### config.mk
export PLATFORM = sky130hd
export DESIGN_NAME = rr_arbiter_4
export DESIGN_NICKNAME = d
export VERILOG_FILES = /design/src/rtl/rr_arb_pkg.sv /design/src/rtl/rr_arb_pick4.sv /design/src/rtl/rr_arbiter_4.sv
export SDC_FILE = /design/constraint.sdc
export NUM_CORES = 1
export LEC_CHECK = 0
export ABC_AREA = 1
export CAP_MARGIN = 0
export CORE_MARGIN = 2
export CORE_UTILIZATION = 55
export CTS_CLUSTER_SIZE = 20
export DETAILED_ROUTE_END_ITERATION = 8
export DONT_BUFFER_PORTS = 1
export GPL_TIMING_DRIVEN = 0
export PLACE_DENSITY = 0.73
export SLEW_MARGIN = 20
export SYNTH_ARGS = -nofsm -noshare
export SYNTH_HDL_FRONTEND = slang
export SYNTH_SLANG_ARGS = --single-unit
### constraint.sdc
create_clock -name clk -period 2.1 [get_ports clk]
set_input_delay 0.105 -clock clk [delete_from_list [all_inputs] [get_ports clk]]
set_output_delay 0.105 -clock clk [all_outputs]
set_load 0.01 [all_outputs]
### src/rtl/rr_arb_pkg.sv
// Shared types and helpers for the four-requester round-robin arbiter.
package rr_arb_pkg;

    localparam int unsigned NUM_REQ = 4;
    localparam int unsigned ID_W    = 2;

    typedef enum logic {
        ARB_IDLE  = 1'b0,
        ARB_OWNED = 1'b1
    } arb_state_t;

    function automatic logic [NUM_REQ-1:0] onehot4(input logic [ID_W-1:0] id);
        logic [NUM_REQ-1:0] v;
        v     = '0;
        v[id] = 1'b1;
        return v;
    endfunction

endpackage

### src/rtl/rr_arb_pick4.sv
// Rotating first-set-bit finder: scans mask from start upward, wrapping modulo 4.
module rr_pick4
    import rr_arb_pkg::*;
(
    input  logic [NUM_REQ-1:0] mask,
    input  logic [ID_W-1:0]    start,
    output logic [ID_W-1:0]    idx,
    output logic               found
);

    always_comb begin
        logic [ID_W-1:0] pos;
        idx   = '0;
        found = 1'b0;
        pos   = '0;
        for (int unsigned k = 0; k < NUM_REQ; k++) begin
            pos = start + ID_W'(k);
            if (!found && mask[pos]) begin
                idx   = pos;
                found = 1'b1;
            end
        end
    end

endmodule

### src/rtl/rr_arbiter_4.sv
// Four-requester round-robin arbiter with registered one-hot grant.
// Optional hold-limit revocation is built when RR_ARB_TIMEOUT_EN is defined.
module rr_arbiter_4
    import rr_arb_pkg::*;
#(
    parameter int unsigned HOLD_MAX = 16,
    parameter int unsigned CNT_W    = 8
) (
    input  logic               clk,
    input  logic               rst,
    input  logic [NUM_REQ-1:0] req,
    output logic               any_req,
    output logic [NUM_REQ-1:0] gnt,
    output logic [ID_W-1:0]    gnt_id,
    output logic               gnt_valid,
    output logic               timeout
);

    if (HOLD_MAX < 2 || HOLD_MAX > 255 || (2 ** CNT_W) <= HOLD_MAX) begin : g_bad_cfg
        $error("rr_arbiter_4: HOLD_MAX must be 2..255 and fit in CNT_W bits");
    end

    arb_state_t         state_q;
    arb_state_t         state_d;
    logic [ID_W-1:0]    id_d;
    logic [ID_W-1:0]    ptr_q;
    logic [ID_W-1:0]    ptr_d;
    logic [ID_W-1:0]    next_id;
    logic [ID_W-1:0]    start;
    logic [ID_W-1:0]    idx;
    logic [NUM_REQ-1:0] mask;
    logic [NUM_REQ-1:0] gnt_d;
    logic               found;
    logic               valid_d;
    logic               owner_req;

`ifdef RR_ARB_TIMEOUT_EN
    logic [CNT_W-1:0]   cnt_q;
    logic [CNT_W-1:0]   cnt_d;
    logic [CNT_W-1:0]   cnt_inc;
    logic               to_d;

    assign cnt_inc = (cnt_q == CNT_W'(HOLD_MAX)) ? cnt_q : cnt_q + CNT_W'(1);
`else
    assign timeout = 1'b0;
`endif

    assign any_req   = |req;
    assign owner_req = req[gnt_id];
    assign next_id   = gnt_id + ID_W'(1);

    // While owned, the current owner is excluded and the scan starts just past it.
    assign start = (state_q == ARB_OWNED) ? next_id : ptr_q;
    assign mask  = (state_q == ARB_OWNED) ? (req & ~onehot4(gnt_id)) : req;

    rr_pick4 u_pick (
        .mask  (mask),
        .start (start),
        .idx   (idx),
        .found (found)
    );

    // State and registered outputs.
    always_ff @(posedge clk) begin
        if (rst) begin
            state_q   <= ARB_IDLE;
            ptr_q     <= '0;
            gnt       <= '0;
            gnt_id    <= '0;
            gnt_valid <= 1'b0;
`ifdef RR_ARB_TIMEOUT_EN
            cnt_q     <= '0;
            timeout   <= 1'b0;
`endif
        end else begin
            state_q   <= state_d;
            ptr_q     <= ptr_d;
            gnt       <= gnt_d;
            gnt_id    <= id_d;
            gnt_valid <= valid_d;
`ifdef RR_ARB_TIMEOUT_EN
            cnt_q     <= cnt_d;
            timeout   <= to_d;
`endif
        end
    end

    // Next ownership, pointer and hold count.
    always_comb begin
        state_d = state_q;
        id_d    = gnt_id;
        ptr_d   = ptr_q;
`ifdef RR_ARB_TIMEOUT_EN
        cnt_d   = cnt_q;
        to_d    = 1'b0;
`endif
        case (state_q)
            ARB_IDLE: begin
                if (found) begin
                    state_d = ARB_OWNED;
                    id_d    = idx;
`ifdef RR_ARB_TIMEOUT_EN
                    cnt_d   = '0;
`endif
                end
            end
            ARB_OWNED: begin
                if (!owner_req) begin
                    ptr_d = next_id;
`ifdef RR_ARB_TIMEOUT_EN
                    cnt_d = '0;
`endif
                    if (found) begin
                        id_d = idx;
                    end else begin
                        state_d = ARB_IDLE;
                        id_d    = '0;
                    end
                end
`ifdef RR_ARB_TIMEOUT_EN
                else if (found && cnt_inc == CNT_W'(HOLD_MAX)) begin
                    id_d  = idx;
                    ptr_d = next_id;
                    cnt_d = '0;
                    to_d  = 1'b1;
                end else begin
                    cnt_d = cnt_inc;
                end
`endif
            end
            default: begin
                state_d = ARB_IDLE;
                id_d    = '0;
            end
        endcase
    end

    // Grant vector and valid follow the next owner.
    always_comb begin
        gnt_d   = '0;
        valid_d = 1'b0;
        if (state_d == ARB_OWNED) begin
            gnt_d   = onehot4(id_d);
            valid_d = 1'b1;
        end
    end

endmodule

==> flow_metrics.py <==
metrics = {
    "sta": {
        "setup_viol": 0,
        "final.setup.worst_slack_ns": 0.147,
        "hold_viol_final": 0,
        "skew_ns": 0.00246,
        "finalSetupTns_ns": 0,
        "fmax_ghz": 0.512,
        "min_period_ns": 1.95,
        "slew_violations": 0,
        "timing.final.crit_share": 0.930,
    },
    "setup_path": {
        "rr_endpoint": "gnt[3]",
        "end_kind": "flop",
        "cp.required_ns": 2.26,
        "crit_type": "flop to flop",
        "r2r-start": "gnt_id[1]",
        "reg2regPathDepth": 14,
        "r2r_setup_slack_ns": 0.15,
        "arrival_ns": 2.11,
        "path_max_fanout": 6,
        "cp-start-kind": "flop",
    },
    "yosys": {
        "seq_area_frac_synth": 0.210,
        "ys.warnings.count": 0,
        "syn_inst": 143,
        "syn_area_per_cell_um2": 6.01,
        "yosysTopAreaCell": "nand2_1",
        "synth_top_area_share": 0.245,
        "synth_fp_nets": 153,
        "synthFlopType": "dfxtp_1",
        "synth.area.top_cells": "nand2_1, dfxtp_1, inv_1",
        "synth_cell_type_count": 22,
        "netlist_area_um2": 860,
        "yosys-top-cells-count": "nand2_1, inv_1, nor2_1",
        "yosysMostFrequentCell": "nand2_1",
        "ys_seq_elements": 9,
        "async_flop_share": 0,
        "synth_enable_flop_cells": 0,
    },
    "finish": {
        "stdcell_area_um2": 981,
        "antenna_cells": 0,
        "fill_cells": 157,
        "nets": 163,
        "seq_area_um2": 188,
        "multiInputGateArea_um2": 616,
        "area_growth_pct": 14.1,
        "layout-drive-gt1-share": 0.237,
        "final_cells": 168,
    },
    "routing": {
        "viasPerCell": 5.27,
        "dr.first_iter.drc_count": 26,
        "vias": 885,
        "drt_wl_total_um": 1960,
        "remaining_drc_errors": 0,
        "dr.pass1.iters": 4,
        "drtAntennaViolNets": 0,
        "post_drt_wl_per_cell_um": 11.7,
    },
    "floorplanning": {
        "die-area_um2": 1900,
        "die_h_um": 43.5,
        "io_pins": 15,
        "start_util": 0.577,
        "die_w_um": 43.5,
        "core_um2": 1490,
        "fp-row-count": 14,
    },
    "power_and_ir_drop": {
        "p_sw_frac": 0.537,
        "power_density_nw_per_um2": 1540,
        "seq_power_share": 0.222,
        "combPwrFrac": 0.689,
        "ir_drop_v": 0.000725,
        "p_int_w": 0.000699,
        "leakagePower_nw": 0.519,
        "p_clk_frac": 0.089,
        "p_sw_w": 0.000810,
    },
    "placed_design": {
        "placed_cells": 159,
        "portBuffers": 0,
        "dpl_cell_area_um2": 880,
        "dp_slack_ns": -0.258,
        "dp_hpwl_um": 1440,
        "gp_congestion": 0.879,
    },
    "clock_network": {
        "root_buffer": "clkbuf_4",
        "clk_pin_slew_ns": 0.06,
        "clk_latency_ns": 0.26,
        "clock_sinks": 9,
        "cts.htree.levels": 1,
        "numCtsBuffers": 3,
        "cts_tree": "done",
        "clock_path_buffers": 2,
    },
    "grt": {
        "grt_pass1_vias": 775,
        "antenna_found_initial": 0,
        "grt_max_degree": 11,
        "grt_pass1_wl_um": 3220,
        "grt-ovfl-total": 0,
        "grt_usage": 0.229,
    },
    "min_path": {
        "hp-start": "rst",
        "min_path_type": "input port to flop",
        "min_to": "ptr_q[1]",
        "whs_path_depth": 3,
    },
    "run_status": {
        "status": "completed",
    },
    "job": {
        "cap_violations": 0,
    },
}
-- registers in the layout (all words and copies together), names as in the netlist --
register and count:
gnt 4, gnt_valid 1, ptr_q 2, gnt_id 2
-- per-layer routing --
layer | vias up | track usage | part of all wire
met5 | - | 0 | 0
met4 | 0 | 0.109 | 0.016
met3 | 4 | 0.0542 | 0.032
met2 | 15 | 0.376 | 0.48
met1 | 400 | 0.283 | 0.47
li1 | 466 | - | -
-- placed cells by master, fill, tap and decap left out, types with 2 or more instances in the layout --
cell	count
dfxtp_1	7
inv_2	4
nor2_1	11
o21ai_0	5
buf_4	4
nand2_1	52
nand3_1	10
nand2_2	10
dfxtp_4	2
clkbuf_4	3
nand2_4	3
nand4_1	3
a21oi_2	3
inv_1	14
ha_1	3
a21oi_1	6
-- cell type report --
| class | count | area share |
|---|---|---|
| clock buffer | 4 | 0.0268 |
| inverter | 18 | 0.0689 |
| tap | 16 | 0.0204 |
| timing repair buffer | 5 | 0.0459 |
| buffer | 2 | 0.0191 |
| sequential | 9 | 0.191 |
| multi-input combinational | 114 | 0.628 |
-- power by group through the flow --
stage | Clock, W | Sequential (W) | Combinational (W)
4_1_cts | 0.000142 | 0.000338 | 0.000918
3_5_place_dp | 0 | 0.000333 | 0.000907
3_3_place_gp | 0 | 0.000332 | 0.000888
6_report | 0.000135 | 0.000335 | 0.00104
5_1_grt | 0.000147 | 0.000346 | 0.00118
2_1_floorplan | 0 | 0.000314 | 0.000759
-- per-stage QoR --
step / utilization / hold WS [ns] / total power (W)
after floorplan: - / 0.173 / 0.00107
after global placement: 0.591 / 0.177 / 0.00122
after detailed placement: 0.591 / 0.176 / 0.00124
after CTS: 0.620 / 0.0290 / 0.00140
after global routing: 0.659 / 0.0704 / 0.00167
final: 0.659 / 0.0416 / 0.00151
-- timing repair --
action	in CTS	in global routing
hold endpoints to repair	3	0
cloned	0	0
pin swaps	0	2
setup endpoints to repair	6	6
hold buffers	1	0
gates resized for setup	4	5
buffers inserted	0	4
-- kinds of logic (layout without fill, tap and decap cells) --
logic type	after synthesis	count (layout)	share of synthesized area
other	1	1	0.00436
flip-flops	9	9	0.210
buffers and inverters	20	29	0.100
AO/OA/AOI/OAI	17	17	0.131
adder cells (fa/ha/maj)	4	4	0.0582
AND/OR/NAND/NOR	92	92	0.496
-- worst max-delay path, stage by stage (launching register included) --
cell     delay (ns)
dfxtp_4        0.39
inv_1          0.11
ha_4           0.29
inv_1          0.03
nand2_1        0.06
nand2_2        0.09
buf_4          0.16
nand3_1        0.10
nand2_1        0.08
nor2_1         0.14
a21oi_2        0.07
nand2_1        0.11
nand2_1        0.07
nand3_1        0.10
nor2_1         0.05
-- worst max path at each step --
stage                    from  endpoint  slack (ns)  cells after the start
CTS                 gnt_id[1]    gnt[0]       0.009                     15
global route        gnt_id[1]    gnt[3]       -0.02                     15
detailed placement  gnt_id[0]    gnt[0]       -0.26                     16
floorplan           gnt_id[0]    gnt[1]        0.04                     16
global placement    gnt_id[0]    gnt[1]       -0.21                     16
finish              gnt_id[1]    gnt[3]        0.15                     14
No activity file was read; power rests on OpenSTA's default activity.
